<file path="config.mk">
export PLATFORM = sky130hd
export DESIGN_NAME = maze_move_ctrl
export DESIGN_NICKNAME = d
export VERILOG_FILES = /design/src/rtl/maze_move_ctrl.sv
export SDC_FILE = /design/constraint.sdc
export NUM_CORES = 1
export LEC_CHECK = 0
export CORE_MARGIN = 2
export CORE_UTILIZATION = 30
export CTS_CLUSTER_SIZE = 20
export DETAILED_ROUTE_END_ITERATION = 12
export PLACE_DENSITY_LB_ADDON = 0.1
export SLEW_MARGIN = 5
export SYNTH_ARGS = -nofsm -noshare
export SYNTH_HDL_FRONTEND = slang
export SYNTH_SLANG_ARGS = --single-unit
</file>
<file path="constraint.sdc">
create_clock -name clk -period 2.8 [get_ports clk]
set_input_delay 0.84 -clock clk [delete_from_list [all_inputs] [get_ports clk]]
set_output_delay 0.84 -clock clk [all_outputs]
set_load 0.01 [all_outputs]
</file>
<file path="src/rtl/maze_move_ctrl.sv">
// maze_move_ctrl: debounced direction buttons step the player through a wall map
// read over a 1-cycle-latency port, with a move pulse per step and a sticky win level.
module maze_move_ctrl #(
   parameter int GRID_W          = 16,
   parameter int GRID_H          = 12,
   parameter int POS_W           = 4,
   parameter int DEBOUNCE_CYCLES = 1000000,
   parameter int START_X         = 0,
   parameter int START_Y         = 0,
   parameter int GOAL_X          = 15,
   parameter int GOAL_Y          = 11
) (
   input  logic             clk,
   input  logic             rst,
   input  logic             btn_up,
   input  logic             btn_down,
   input  logic             btn_left,
   input  logic             btn_right,
   output logic [POS_W-1:0] wall_x,
   output logic [POS_W-1:0] wall_y,
   input  logic             wall_hit,
   output logic [POS_W-1:0] pos_x,
   output logic [POS_W-1:0] pos_y,
   output logic             move,
   output logic             win
);
   localparam int CW = $clog2(DEBOUNCE_CYCLES + 1);
   localparam logic [CW-1:0] CNT_LAST = CW'(DEBOUNCE_CYCLES - 1);
   localparam logic [CW-1:0] CNT_ONE = CW'(1);
   localparam logic [POS_W-1:0] ONE = POS_W'(1);
   localparam logic [POS_W-1:0] X_MAX = POS_W'(GRID_W - 1);
   localparam logic [POS_W-1:0] Y_MAX = POS_W'(GRID_H - 1);
   localparam logic [POS_W-1:0] X_START = POS_W'(START_X);
   localparam logic [POS_W-1:0] Y_START = POS_W'(START_Y);
   localparam logic [POS_W-1:0] X_GOAL = POS_W'(GOAL_X);
   localparam logic [POS_W-1:0] Y_GOAL = POS_W'(GOAL_Y);

   typedef enum logic [1:0] {IDLE, LOOKUP, CHECK, WON} state_t;

   state_t state_q, state_d;
   logic [3:0] btn, sync1_q, sync2_q, deb_q, deb_d, press_q, press_d;
   logic [CW-1:0] cnt_q [4];
   logic [CW-1:0] cnt_d [4];
   logic [POS_W-1:0] pos_x_q, pos_x_d, pos_y_q, pos_y_d;
   logic [POS_W-1:0] wall_x_q, wall_x_d, wall_y_q, wall_y_d;
   logic [POS_W-1:0] tgt_x, tgt_y;
   logic tgt_ok, move_q, move_d, win_q, win_d;

   assign btn = {btn_up, btn_down, btn_left, btn_right};
   assign wall_x = wall_x_q;
   assign wall_y = wall_y_q;
   assign pos_x = pos_x_q;
   assign pos_y = pos_y_q;
   assign move = move_q;
   assign win = win_q;

   always_comb begin
      deb_d = deb_q;
      for (int i = 0; i < 4; i++) begin
         cnt_d[i] = '0;
         if (sync2_q[i] != deb_q[i]) begin
            if (cnt_q[i] == CNT_LAST) deb_d[i] = ~deb_q[i];
            else cnt_d[i] = cnt_q[i] + CNT_ONE;
         end
      end
      press_d = deb_d & ~deb_q;
   end

   // Highest-priority event alone is considered; an out-of-grid target kills the whole event.
   always_comb begin
      tgt_x = pos_x_q;
      tgt_y = pos_y_q;
      tgt_ok = 1'b0;
      if (press_q[3]) begin
         tgt_y = pos_y_q - ONE;
         tgt_ok = pos_y_q != '0;
      end else if (press_q[2]) begin
         tgt_y = pos_y_q + ONE;
         tgt_ok = pos_y_q < Y_MAX;
      end else if (press_q[1]) begin
         tgt_x = pos_x_q - ONE;
         tgt_ok = pos_x_q != '0;
      end else if (press_q[0]) begin
         tgt_x = pos_x_q + ONE;
         tgt_ok = pos_x_q < X_MAX;
      end
   end

   always_comb begin
      state_d = state_q;
      wall_x_d = wall_x_q;
      wall_y_d = wall_y_q;
      pos_x_d = pos_x_q;
      pos_y_d = pos_y_q;
      move_d = 1'b0;
      win_d = win_q;
      case (state_q)
         IDLE: begin
            if (tgt_ok) begin
               wall_x_d = tgt_x;
               wall_y_d = tgt_y;
               state_d = LOOKUP;
            end
         end
         LOOKUP: state_d = CHECK;
         CHECK: begin
            state_d = IDLE;
            if (!wall_hit) begin
               pos_x_d = wall_x_q;
               pos_y_d = wall_y_q;
               move_d = 1'b1;
               if (wall_x_q == X_GOAL && wall_y_q == Y_GOAL) begin
                  win_d = 1'b1;
                  state_d = WON;
               end
            end
         end
         default: state_d = WON;
      endcase
   end

   always_ff @(posedge clk or negedge rst) begin
      if (!rst) begin
         state_q <= IDLE;
         sync1_q <= '0;
         sync2_q <= '0;
         deb_q <= '0;
         press_q <= '0;
         cnt_q <= '{default: '0};
         pos_x_q <= X_START;
         pos_y_q <= Y_START;
         wall_x_q <= X_START;
         wall_y_q <= Y_START;
         move_q <= 1'b0;
         win_q <= 1'b0;
      end else begin
         state_q <= state_d;
         sync1_q <= btn;
         sync2_q <= sync1_q;
         deb_q <= deb_d;
         press_q <= press_d;
         cnt_q <= cnt_d;
         pos_x_q <= pos_x_d;
         pos_y_q <= pos_y_d;
         wall_x_q <= wall_x_d;
         wall_y_q <= wall_y_d;
         move_q <= move_d;
         win_q <= win_d;
      end
   end
endmodule

</file>
## Yosys cells after proc, flatten, opt, wreduce, memory -nomap -nowiden

Index checks and enable logic that the tools add are counted.

- Add/sub/neg operators: 8
- Reduce and logical (&&, ||, !) cells: 7
- $lt $le $gt $ge: 2
- Equal/unequal tests: 13
- Bitwise operators: 7
- Mux-type cells: 32

Operators with widths:

| operator | number |
|---|---|
| $mux W20 | 8 |
| $add A20 B1 Y20 const B | 4 |
| $eq A20 B20 Y1 const B | 4 |
| $mux W4 | 6 |
| $mux W1 | 14 |
| $add A4 B1 Y4 const B | 2 |
| $eq A4 B4 Y1 const B | 2 |
| $lt A4 B4 Y1 const B | 2 |
| $reduce_bool A4 Y1 | 2 |
| $sub A4 B1 Y4 const B | 2 |
| $mux W2 | 3 |
| $pmux W2 S3 | 1 |
| $not A1 Y1 | 5 |
| $and A4 B4 Y4 | 1 |
| $ne A1 B1 Y1 | 4 |
| $not A4 Y4 | 1 |
| $reduce_and A2 Y1 | 2 |
| $reduce_and A3 Y1 | 1 |
| $eq A2 B1 Y1 const B | 1 |
| $eq A2 B2 Y1 const B | 1 |
| $logic_not A2 Y1 | 1 |
| $ne A2 B2 Y1 const B | 1 |
| $logic_and A1 B1 Y1 | 1 |

- Word-level logic and storage cells: 84
- Output and inout port bits: 18
- Flip-flop bits (word level): 116
- Input port bits: 7

## Logic depth before layout (Yosys ltp)

Gate-level depths: netlist (run 1).

- Word-level depth: 7
- Depth in mapped cells: 7
- Depth with buffers taken out: 6

## Worst setup path after synthesis (run 1)

No wires, ideal clock.

- Path kind: input port to flip-flop
- Start: input wall_hit
- End: register pos_x_q[3] (netlist: pos_x[3])
- Arrival: 1.882 ns
- Data required time: 2.675 ns
- Buffers on the path: 1
- Setup time: 0.125 ns
- Setup slack: 0.793 ns
- Stages on the path: 3
- Cells stage by stage: nor3b_1 -> clkbuf_1 -> mux2_2

- Word-level cells in the longest chain between the ends: 2

Ends and longest elaborated chain:

| what | RTL line | RTL |
|---|---|---|
| start, declared | 21 | `input logic wall_hit,` |
| $not A1 Y1 (no line) | -- |  |
| $reduce_and A2 Y1 (no line) | -- |  |
| end signal, assigned | 143 | `pos_x_q <= pos_x_d;` |
| end, declared | 44 | `logic [POS_W-1:0] pos_x_q, pos_x_d, pos_y_q, pos_y_d;` |

No other way between the ends.
A chain may end at the register's enable or synchronous reset.

## Worst setup path in the final report (run 1)

- Start: register pos_y_q[2] (netlist: pos_y[2])
- End: output pos_y[2]

RTL lines:

| what | RTL line | RTL |
|---|---|---|
| start, declared | 44 |  |
| start signal, assigned | 144 | `pos_y_q <= pos_y_d;` |
| end, declared | 23 | `output logic [POS_W-1:0] pos_y,` |

No word-level cell between the ends.

==> flow_summary.json, run 1 <==
{
  "seq_power_share_pct": 43.8,
  "p_int_uw": 3080,
  "rr_worst_depth": 5,
  "dpl.hpwl_um": 7850,
  "critPathMaxStageDelay_ns": 0.59,
  "rows": 49,
  "ant_nets": 0,
  "setup_tns_ns": 0,
  "yosysSeqAreaShare_pct": 51.9,
  "synth_top_family_by_area": "simple AND/OR/NAND/NOR gates",
  "switching_share_pct": 21.5,
  "cts.repair.resized": 0,
  "crit_family": "buffers and inverters",
  "viasPerCell": 4.98,
  "synth.avg_cell_area_um2": 10.2,
  "yosysTopAreaCellShare_pct": 51.9,
  "worst_r2r_endpoint": "cnt_q[78]",
  "pin_count": 25,
  "clock_power_share_pct": 53.6,
  "initial_core_util_pct": 30.8,
  "peakVddDrop_mv": 0.416,
  "finalClockSkew_ns": 0.00704,
  "path_cells": "clkdlybuf4s50_1",
  "synth_cell_types": 43,
  "grt_pass1_vias": 4161,
  "outcome": "finished clean",
  "grt_pass1_wl_um": 20400,
  "post-route-period-util_pct": 83.2,
  "fin_nets": 597,
  "htree_num_levels": 4,
  "finalMaxSlewViolations": 0,
  "hold_class": "in2async",
  "cts_setup_buffers": 0,
  "dpl_worst_slack_ns": 0.618,
  "clk_latency_ns": 0.41,
  "synth_flop_cell": "dfrtp_1",
  "postSynthCellCount": 547,
  "cp_num_buf_inv": 1,
  "fmax_ghz": 0.429,
  "drc_errors": 0,
  "synthAdderAreaFrac_pct": 1.79,
  "die_w_um": 141,
  "syn_area_um2": 5600,
  "placed_cells": 792,
  "cap_violations": 0,
  "yosys.area.top_type": "dfrtp_1",
  "overflow": 0,
  "synth-edff-count": 0,
  "clkTransAtPathRegs_ns": 0.06,
  "yosysWarnings": 0,
  "ys_ff_latch": 116,
  "syn_nets": 562,
  "synth_compound_area_share_pct": 7.82,
  "cts.sinks": 116,
  "wl_per_cell_um": 14.1,
  "reg2reg_from": "cnt_q[60]",
  "muxShareOfSynthArea_pct": 3.76,
  "first_iter_violations": 265,
  "stdcell_count": 824,
  "first_pass_iters": 6,
  "required_ns": 1.96,
  "p_comb_share_pct": 2.5,
  "portBuffers": 24,
  "cts_tree": "yes",
  "synth_xor_area_share_pct": 8.45,
  "cts_max_path_buffers": 2,
  "worstSetupPathType": "reg2out",
  "p_leak_uw": 0.00273,
  "area_growth_pct": 19.7,
  "gp_congestion": 0.742,
  "setup_viol": 0,
  "routed_wl_um": 11600,
  "p_switching_uw": 841,
  "cts_buffers": 17,
  "die_height_um": 141,
  "crit_end": "pos_y[2]",
  "drive_gt1_share_pct": 10.4,
  "tightest_slew_ns": 0.663,
  "netlist_top_cells_area": "dfrtp_1 52%, xnor2_1 5.8%, nor2_1 3.9%, mux2_2 3.2%, xor2_1 2.7%",
  "grt.total_usage_pct": 12.8,
  "dieArea_um2": 19800,
  "core_um2": 18100,
  "endpoint_kind": "output port",
  "cpMaxStageDelayCell": "clkdlybuf4s50_1",
  "yosys.area_share.simple_pct": 24.2,
  "vias": 4104,
  "antenna_cells": 0,
  "ys_async_sr_fraction_pct": 100,
  "grt_max_degree": 78,
  "root_buffer": "clkbuf_16",
  "postCtsHoldBufs": 0,
  "crit_cells": 1,
  "arrival_ns": 1.49,
  "p_per_area_nw_per_um2": 585,
  "crit_fanout": 7,
  "slew_headroom_pct": 55.4,
  "critPathLaunchType": "flip-flop",
  "antenna_found_initial": 0,
  "rsz0062_at_grt": "false",
  "setup.worst_path.start": "pos_y[2]",
  "fin_ws_ns": 0.472,
  "hold_viol": 0,
  "reg2reg_setup_slack_ns": 0.65,
  "timing.final.crit_period_ns": 2.33
}
[per-stage QoR]
step | total power, uW | instance area [um2] | util (%) | hold WS, ns
after global routing | 4080 | 6700 | 36.9 | 0.218
after global placement | 1850 | 6130 | 33.8 | 0.339
after detailed placement | 1850 | 6130 | 33.8 | 0.346
after floorplan | 1780 | 5600 | - | 0.331
final | 3920 | 6700 | 36.9 | 0.236
after CTS | 3970 | 6700 | 36.9 | 0.218
[registers in the layout, indices dropped and copies added, names as in the netlist, 4 cells and up]
| name | cells |
|---|---|
| cnt_q | 80 |
| deb_q | 4 |
| pos_x | 4 |
| pos_y | 4 |
| press_q | 4 |
| sync1_q | 4 |
| sync2_q | 4 |
| wall_x | 4 |
| wall_y | 4 |
[logic make-up (layout without fill, tap and decap cells)]
family | after synthesis | after routing
AND/OR/NAND/NOR | 246 | 246
flip-flops | 116 | 116
AO/OA/AOI/OAI | 73 | 73
XOR/XNOR | 54 | 54
buffers and inverters | 31 | 79
multiplexers | 19 | 19
adder cells (fa/ha/maj) | 8 | 8
[area by class of cell]
type	instances	area [um2]
inverter	17	63.8
fill	1799	11400
clock buffer	22	464
multi-input combinational	400	2580
timing repair buffer	30	295
sequential	116	2900
clock inverter	10	106
tap	229	287
[cell usage in the layout, fill, tap and decap left out, types with 17 or more instances in the layout]
cell	instances
xor2_1	17
nand2_1	37
a21oi_1	29
o21ai_0	21
nor2_1	58
or3_1	18
clkdlybuf4s50_1	23
inv_1	17
dfrtp_1	116
xnor2_1	37
nand3_1	26
clkbuf_16	17
[power by group through the flow]
stage | registers (uW) | logic [uW] | clock network, uW
finish | 1720 | 99.5 | 2100
global route | 1720 | 117 | 2240
CTS | 1720 | 106 | 2150
detailed placement | 1750 | 105 | 0
global placement | 1750 | 104 | 0
floorplan | 1740 | 42.6 | 0
[worst min-delay path by stage]
stage	from	to	slack, ns	cells after the start
after CTS	rst	win	0.22	1
after global routing	rst	win	0.22	1
final	rst	win	0.24	1
after floorplan	sync1_q[0]	sync2_q[0]	0.33	0
after global placement	sync1_q[2]	sync2_q[2]	0.34	0
after detailed placement	sync1_q[0]	sync2_q[0]	0.35	0
[cell usage after synthesis, types with 4 or more instances]
| library cell | count |
|---|---|
| nand2_1 | 37 |
| inv_1 | 17 |
| nor2_1 | 58 |
| dfrtp_1 | 116 |
| o21ai_0 | 21 |
| and2_1 | 5 |
| xnor2_1 | 37 |
| a21oi_1 | 29 |
| nor3_1 | 12 |
| or3_1 | 18 |
| nor3b_1 | 4 |
| and3_1 | 11 |
| and4_1 | 9 |
| nor4_1 | 16 |
| xor2_1 | 17 |
| or4_1 | 12 |
| ha_1 | 8 |
| mux2_2 | 16 |
| clkbuf_1 | 12 |
| nand3_1 | 26 |
| o31ai_1 | 13 |
| nor4b_1 | 5 |
| nand4_1 | 12 |
[routing by layer]
metal  wire [um]  share of wire [%]  global-route usage (%)
met1        6150                 53                    18.1
met2        4970                 43                    18.6
met3         364                3.1                    3.43
met4         161                1.4                    5.11
met5           0                  0                       0
Power figures use the tool's default switching activity.
==> inputs of run 2 (changes only) <==
- clock period: 2.8 -> 2.35 ns (I/O delays scaled with it)
==> flow_summary.json, run 2 (same netlist as run 1, synthesis figures left out) <==
{
  "outcome": "finished clean",
  "path_cells": "clkdlybuf4s50_1",
  "cts_setup_buffers": 0,
  "setup_viol": 0,
  "clk_latency_ns": 0.41,
  "grt_pass1_wl_um": 20500,
  "p_switching_uw": 1030,
  "wl_per_cell_um": 14.1,
  "first_pass_iters": 4,
  "grt_max_degree": 31,
  "routed_wl_um": 11700,
  "drive_gt1_share_pct": 11.5,
  "p_leak_uw": 0.00274,
  "setup_tns_ns": 0,
  "seq_power_share_pct": 43.5,
  "htree_num_levels": 4,
  "clock_power_share_pct": 53.8,
  "cts.sinks": 116,
  "arrival_ns": 1.49,
  "p_comb_share_pct": 2.7,
  "finalClockSkew_ns": 0.00855,
  "post-route-period-util_pct": 93.4,
  "endpoint_kind": "output port",
  "gp_congestion": 0.763,
  "dieArea_um2": 19800,
  "timing.final.crit_period_ns": 2.20,
  "dpl_worst_slack_ns": 0.226,
  "die_height_um": 141,
  "worstSetupPathType": "reg2out",
  "cts.repair.resized": 0,
  "regMostFlops": "cnt_q",
  "critPathMaxStageDelay_ns": 0.60,
  "core_um2": 18100,
  "ant_nets": 0,
  "fin_ws_ns": 0.154,
  "vias": 4118,
  "crit_family": "buffers and inverters",
  "cts_tree": "yes",
  "p_per_area_nw_per_um2": 696,
  "area_growth_pct": 20.7,
  "p_int_uw": 3670,
  "grt_pass1_vias": 4129,
  "crit_fanout": 7,
  "clkTransAtPathRegs_ns": 0.06,
  "layout_common_cells": "116 x dfrtp_1, 58 x nor2_1, 37 x nand2_1, 37 x xnor2_1, 29 x a21oi_1",
  "drc_errors": 0,
  "postCtsHoldBufs": 0,
  "overflow": 0,
  "switching_share_pct": 21.9,
  "layout_commonest_cell": "dfrtp_1",
  "largest_register_ffs": 80,
  "cts_max_path_buffers": 2,
  "viasPerCell": 4.97,
  "slew_headroom_pct": 56.7,
  "peakVddDrop_mv": 0.383,
  "hold_class": "in2async",
  "cpMaxStageDelayCell": "clkdlybuf4s50_1",
  "die_w_um": 141,
  "fin_nets": 601,
  "cp_num_buf_inv": 1,
  "critPathLaunchType": "flip-flop",
  "cts_buffers": 17,
  "tightest_slew_ns": 0.643,
  "hold_viol": 0,
  "fmax_ghz": 0.455,
  "fillers": 1772,
  "cap_violations": 0,
  "required_ns": 1.64,
  "antenna_cells": 0,
  "initial_core_util_pct": 30.8,
  "rows": 49,
  "first_iter_violations": 223,
  "pin_count": 25,
  "rsz0062_at_grt": "false",
  "antenna_found_initial": 0,
  "portBuffers": 24,
  "grt.total_usage_pct": 12.9,
  "root_buffer": "clkbuf_16",
  "finalMaxSlewViolations": 0,
  "dpl.hpwl_um": 8140
}
==> run 2: path summary, 6_finish.rpt <==
check                        endpoint  cells after the start  slack [ns]  startpoint
max in group asynchronous   cnt_q[58]                      2        1.56         rst
min in group clk           sync2_q[1]                      0        0.36  sync1_q[1]
max reg2reg                 cnt_q[78]                      5        0.21   cnt_q[60]
max                          pos_x[2]                      1        0.15    pos_x[2]
min reg2reg                sync2_q[1]                      0        0.36  sync1_q[1]
min                          pos_y[3]                      1        0.25         rst
==> run 2: per-layer routing <==
| layer | GRT usage, % | up-vias | share of wire, % |
|---|---|---|---|
| met5 | 0 | - | 0 |
| met4 | 5.00 | 0 | 1.1 |
| met3 | 3.84 | 10 | 3.4 |
| met2 | 18.8 | 63 | 44 |
| met1 | 18.1 | 1987 | 52 |
| li1 | - | 2058 | - |
==> run 2: layout make-up <==
| cell class | count | area [um2] | share of cell area [%] |
|---|---|---|---|
| Clock buffer | 19 | 453 | 6.70 |
| Tap cell | 229 | 287 | 4.24 |
| Inverter | 17 | 63.8 | 0.944 |
| Timing Repair Buffer | 34 | 338 | 5.00 |
| Clock inverter | 13 | 134 | 1.98 |
| Sequential cell | 116 | 2900 | 42.9 |
| Multi-Input combinational cell | 400 | 2580 | 38.2 |
==> run 2: through the flow <==
step	instances	power, uW	utilization, %	area (um2)	hold WS, ns
global route	828	4920	37.2	6760	0.257
global placement	796	2210	34.0	6170	0.353
CTS	828	4800	37.2	6760	0.242
finish	828	4700	37.2	6760	0.246
detailed placement	796	2210	34.0	6170	0.350
floorplan	547	2130	-	5600	0.331
==> run 2: power groups by stage <==
stage | logic [uW] | registers, uW | clock network (uW)
2_1_floorplan | 50.8 | 2080 | 0
6_report | 127 | 2050 | 2530
4_1_cts | 135 | 2040 | 2620
5_1_grt | 149 | 2050 | 2720
3_3_place_gp | 132 | 2080 | 0
3_5_place_dp | 134 | 2080 | 0
